<file path="config.mk">
export PLATFORM = sky130hd
export DESIGN_NAME = serial_tx_param_flat
export DESIGN_NICKNAME = d
export VERILOG_FILES = /design/src/rtl/serial_tx_param_if.sv /design/src/rtl/serial_tx_param.sv /design/src/flat_wrapper.sv
export SDC_FILE = /design/constraint.sdc
export NUM_CORES = 1
export LEC_CHECK = 0
export BUFFER_PORTS_ARGS = -buffer_cell sky130_fd_sc_hd__buf_4
export CAP_MARGIN = 20
export CORE_UTILIZATION = 47
export DETAILED_ROUTE_END_ITERATION = 8
export PLACE_DENSITY = 0.72
export SETUP_SLACK_MARGIN = 0.15
export SLEW_MARGIN = 20
export SYNTH_ARGS = -nofsm -noshare
export SYNTH_HDL_FRONTEND = slang
export SYNTH_SLANG_ARGS = --single-unit
</file>
<file path="constraint.sdc">
create_clock -name clk -period 1.85 [get_ports clk]
set_input_delay 0.0925 -clock clk [delete_from_list [all_inputs] [get_ports clk]]
set_output_delay 0.0925 -clock clk [all_outputs]
set_load 0.05 [all_outputs]
</file>
<file path="src/rtl/serial_tx_param_if.sv">
// rtl/serial_tx_param_if.sv - load handshake and strobed serial line of the transmitter
interface serial_tx_param_if #(
   parameter int WIDTH = 7
);
   logic [WIDTH-1:0] data_in;
   logic             load;
   logic             ready;
   logic             busy;
   logic             data_line;
   logic             strobe;
   logic             done;

   modport master (
      output data_in, load,
      input  ready, busy, data_line, strobe, done
   );

   modport slave (
      input  data_in, load,
      output ready, busy, data_line, strobe, done
   );
endinterface

</file>
<file path="src/rtl/serial_tx_param.sv">
// rtl/serial_tx_param.sv - strobed serial transmitter with bit order, parity and gap options
// The first bit leaves on the accept edge; done marks the cycle after the last bit.
module serial_tx_param #(
   parameter int WIDTH      = 7,
   parameter int MSB_FIRST  = 1,
   parameter int PARITY_EN  = 0,
   parameter int PARITY_ODD = 0,
   parameter int GAP        = 0
) (
   input logic             clk,
   input logic             rst,
   serial_tx_param_if.slave bus
);
   localparam int CW = $clog2(WIDTH + 1);
   localparam int GW = (GAP > 1) ? $clog2(GAP) : 1;
   localparam logic [CW-1:0] LAST_BIT = CW'(WIDTH);
   localparam logic [CW-1:0] CNT_ONE  = CW'(1);
   localparam logic [GW-1:0] GAP_LOAD = GW'((GAP > 0) ? GAP - 1 : 0);
   localparam logic [GW-1:0] GAP_ONE  = GW'(1);
   localparam logic          ODD_BIT  = (PARITY_ODD != 0);

   typedef enum logic [1:0] {
      S_IDLE,
      S_SHIFT,
      S_PARITY,
      S_GAP
   } state_t;

   state_t           state;
   logic [WIDTH-1:0] shreg;
   logic [CW-1:0]    bit_cnt;
   logic [GW-1:0]    gap_cnt;
   logic             par_bit;
   logic             line_q;
   logic             strobe_q;
   logic             done_q;
   logic             frame_last;

   function automatic logic next_bit(input logic [WIDTH-1:0] w);
      return (MSB_FIRST != 0) ? w[WIDTH-1] : w[0];
   endfunction

   function automatic logic [WIDTH-1:0] advance(input logic [WIDTH-1:0] w);
      return (MSB_FIRST != 0) ? (w << 1) : (w >> 1);
   endfunction

   // The bit currently on the line is the final one of the frame.
   assign frame_last = ((state == S_SHIFT) && (bit_cnt == LAST_BIT) && (PARITY_EN == 0))
                       || (state == S_PARITY);

   always_ff @(posedge clk or posedge rst) begin
      if (rst) begin
         state    <= S_IDLE;
         shreg    <= '0;
         bit_cnt  <= '0;
         gap_cnt  <= '0;
         par_bit  <= 1'b0;
         line_q   <= 1'b0;
         strobe_q <= 1'b0;
         done_q   <= 1'b0;
      end else if (frame_last) begin
         line_q   <= 1'b0;
         strobe_q <= 1'b0;
         done_q   <= 1'b1;
         bit_cnt  <= '0;
         if (GAP > 0) begin
            state   <= S_GAP;
            gap_cnt <= GAP_LOAD;
         end else begin
            state <= S_IDLE;
         end
      end else begin
         case (state)
            S_IDLE: begin
               done_q   <= 1'b0;
               line_q   <= 1'b0;
               strobe_q <= 1'b0;
               if (bus.load) begin
                  shreg    <= advance(bus.data_in);
                  line_q   <= next_bit(bus.data_in);
                  strobe_q <= 1'b1;
                  par_bit  <= (^bus.data_in) ^ ODD_BIT;
                  bit_cnt  <= CNT_ONE;
                  state    <= S_SHIFT;
               end
            end
            S_SHIFT: begin
               if (bit_cnt == LAST_BIT) begin
                  line_q <= par_bit;
                  state  <= S_PARITY;
               end else begin
                  line_q  <= next_bit(shreg);
                  shreg   <= advance(shreg);
                  bit_cnt <= bit_cnt + CNT_ONE;
               end
            end
            S_GAP: begin
               done_q <= 1'b0;
               if (gap_cnt == '0) begin
                  state <= S_IDLE;
               end else begin
                  gap_cnt <= gap_cnt - GAP_ONE;
               end
            end
            default: state <= S_IDLE;
         endcase
      end
   end

   assign bus.ready     = (state == S_IDLE);
   assign bus.busy      = (state != S_IDLE);
   assign bus.data_line = line_q;
   assign bus.strobe    = strobe_q;
   assign bus.done      = done_q;
endmodule

</file>
<file path="src/flat_wrapper.sv">
// flat-port wrapper written by rule: the top's interface ports become plain ports
module serial_tx_param_flat 
#(
   parameter int WIDTH      = 7,
   parameter int MSB_FIRST  = 1,
   parameter int PARITY_EN  = 0,
   parameter int PARITY_ODD = 0,
   parameter int GAP        = 0
)
  (clk, rst, bus_data_in, bus_load, bus_ready, bus_busy, bus_data_line, bus_strobe, bus_done);
  serial_tx_param_if #(.WIDTH(WIDTH)) bus_i ();
  input logic clk;
  input logic rst;
  input wire logic [$bits(bus_i.data_in)-1:0] bus_data_in;
  input wire logic [$bits(bus_i.load)-1:0] bus_load;
  output wire logic [$bits(bus_i.ready)-1:0] bus_ready;
  output wire logic [$bits(bus_i.busy)-1:0] bus_busy;
  output wire logic [$bits(bus_i.data_line)-1:0] bus_data_line;
  output wire logic [$bits(bus_i.strobe)-1:0] bus_strobe;
  output wire logic [$bits(bus_i.done)-1:0] bus_done;
  assign bus_i.data_in = bus_data_in;
  assign bus_i.load = bus_load;
  assign bus_ready = bus_i.ready;
  assign bus_busy = bus_i.busy;
  assign bus_data_line = bus_i.data_line;
  assign bus_strobe = bus_i.strobe;
  assign bus_done = bus_i.done;
  serial_tx_param #(.WIDTH(WIDTH), .MSB_FIRST(MSB_FIRST), .PARITY_EN(PARITY_EN), .PARITY_ODD(PARITY_ODD), .GAP(GAP)) u_core (.clk(clk), .rst(rst), .bus(bus_i));
endmodule
</file>
==> metrics <==
synthesized cell area 771 µm²; CP Max Fanout 4; largest area contributor in the netlist dfrtp_1; nature of the critical path startpoint flip-flop; Multi-input gate area 460 µm²; most common cell after layout, fill and taps aside buf_4; DR DRC count 0; sequential-to-total area share from yosys stat 45.5%; Clock Sinks 14; clock root buffer clkbuf_4; DP HPWL 1.04 mm; io pins 15; initial antenna violation count 0; Synth Area in Compound Gates 8.60%; core box area 1520 µm²; gpl congestion 0.738; n_diodes 0; Worst-Margin Slew 0.541 ns; Fillers 112; Synth Area in Adders 9.74%; CP Capture Type flip-flop; RSZ-0062 raised after global routing yes; Iter 0 DRT Violations 4; FF+latch area 350 µm²; total of max-cap violations 0; Syn Nets 84; post-route ant nets 0; area grow syn2layout 37.8%; CP arrival 1.81 ns; Initial Utilization 50.6%; Hold Fails Final Rpt 0; Synth Area in XOR/XNOR 0%; Routed wire per std cell 13.7 µm; global-route wire length before repair 2.37 mm; Netlist cell types 19; top cells by area, synth dfrtp_1 45%, mux2_2 16%, ha_1 9.7%; P_leak 0.531 nW; CTS buffer count 3; hold_ws 0.132 ns; Setup CP Type reg -> reg; Fmax 606 MHz; Simple-Gate Fraction of Synth Area 12.7%; overall routing resource usage 17.9%; Rows 14; Power Dens Cells 1660 nW/µm²; Inst Count DP 99; Routed WL 1.49 mm; Worst-path clk slew 0.08 ns; CTS tree built; design area 1060 µm²; main combinational cell family by area after synthesis multiplexers; latest clock arrival within the worst-skew pair 0.27 ns; period utilization 89.2%; largest net degree at the start of global routing 15; Max rail drop VDD 0.847 mV; share of the synthesized area in the top cell type 45.5%; Die H 42.5 µm; DR pass1 iterations 4; CP required 2.01 ns; clock skew 0.00334 ns; status finished clean; placed cell areas 918 µm²; post-place setup slack 0.0638 ns; final worst setup slack 0.200 ns; relative slew slack 63.9%; via count 573; most used cells in the layout excluding fill and tap cells 19 x buf_4, 14 x dfrtp_1, 7 x mux2_2, 7 x nand2_1, 6 x nor2_1; Clock Tree Buf Depth 2; post-synthesis mux area share 20.0%; Via density 5.26; Max Slew Vio Count 0; HP Class in -> reg; Setup-failing EPs final 0; # nets final 111; Finished Layout Cells 109; Die Area 1810 µm²; Seq cells post-synth 14; Synthesis Warnings 0; cell count after synthesis 68; Max H-tree Level 1; proportion of layout cells with a drive suffix above 1 49.5%; gr ovfl total 0; vias in the first global route 546; setup TNS 0 ns; Die W 42.5 µm; fin crit period 1.65 ns; Avg Inst Size Synth 11.3 µm²; Port Buffer Count 14
## final timing paths
kind,cells past startpoint,end,slack (ns),start
setup / recovery,6,u_core.shreg[3],0.20,u_core.bit_cnt[1]
hold / removal,3,u_core.bus.strobe,0.13,bus_load
setup reg to reg,6,u_core.shreg[3],0.20,u_core.bit_cnt[1]
hold reg to reg,2,u_core.bus.done,0.49,u_core.bus.done
max in group asynchronous,3,u_core.bit_cnt[0],1.07,rst
min in group asynchronous,3,u_core.shreg[2],0.42,rst
## Yosys cell counts
cell and count:
nor3_4 1, nor3b_2 1, nand2_1 7, o21a_1 1, buf_2 1, ha_1 6
o21bai_1 1, nor2b_1 1, nor2_1 6, mux2_2 11, dfrtp_1 14, a21o_1 1
mux2i_1 3, a21oi_1 4, a22o_1 1, nor2b_4 1, o22a_1 1, o22ai_1 1
inv_1 6
## cell families after synthesis
family	after synthesis
AND/OR/NAND/NOR	17
multiplexers	14
buffers and inverters	7
adder cells (fa/ha/maj)	6
flip-flops	14
AO/OA/AOI/OAI	10
## sequential cells by signal, summed over array words and instances, names as in the netlist
name,cells
u_core.shreg,6
u_core.bit_cnt,3
u_core.state,2
u_core.bus.data_line,1
u_core.bus.done,1
u_core.bus.strobe,1
## what timing repair did
item | in CTS | in global routing
endpoints found under the setup margin | 6 | 9
hold endpoints to repair | 14 | 0
hold buffers | 1 | 0
buffers inserted | 4 | 2
pin swaps | 2 | 3
resized for setup | 7 | 9
## routing by layer
| layer | GRT usage [%] | part of all wire [%] | wire length [µm] | vias up |
|---|---|---|---|---|
| met4 | 7.50 | 0.80 | 12 | 0 |
| met3 | 3.88 | 2.9 | 44 | 2 |
| met2 | 31.4 | 52 | 772 | 11 |
| met5 | 0 | 0 | 0 | - |
| li1 | - | - | - | 284 |
| met1 | 20.8 | 44 | 663 | 276 |
## critical path: stages, from the launching register on
cell	delay, ns
dfrtp_1	0.39
ha_2	0.20
ha_4	0.16
a21o_1	0.19
nor3_4	0.16
buf_6	0.15
mux2_4	0.30
## metrics by stage
step	utilization [%]	power [mW]
3_5_place_dp	60.3	1.41
2_1_floorplan	-	1.21
4_1_cts	66.3	1.69
5_1_grt	69.7	1.90
6_report	69.7	1.76
3_3_place_gp	60.3	1.39
## power by group
group          internal [mW]  switching (mW)
Clock                 0.0754          0.0951
Sequential             0.438          0.0796
Combinational          0.554           0.516
## cell type report
| type | count | area share [%] |
|---|---|---|
| Clock buffer | 3 | 2.12 |
| Inverter | 6 | 2.12 |
| Multi-Input combinational cell | 47 | 43.3 |
| Sequential cell | 14 | 33.0 |
| Tap cell | 16 | 1.88 |
| Timing Repair Buffer | 23 | 17.6 |
No activity file was read; power rests on OpenSTA's default activity.
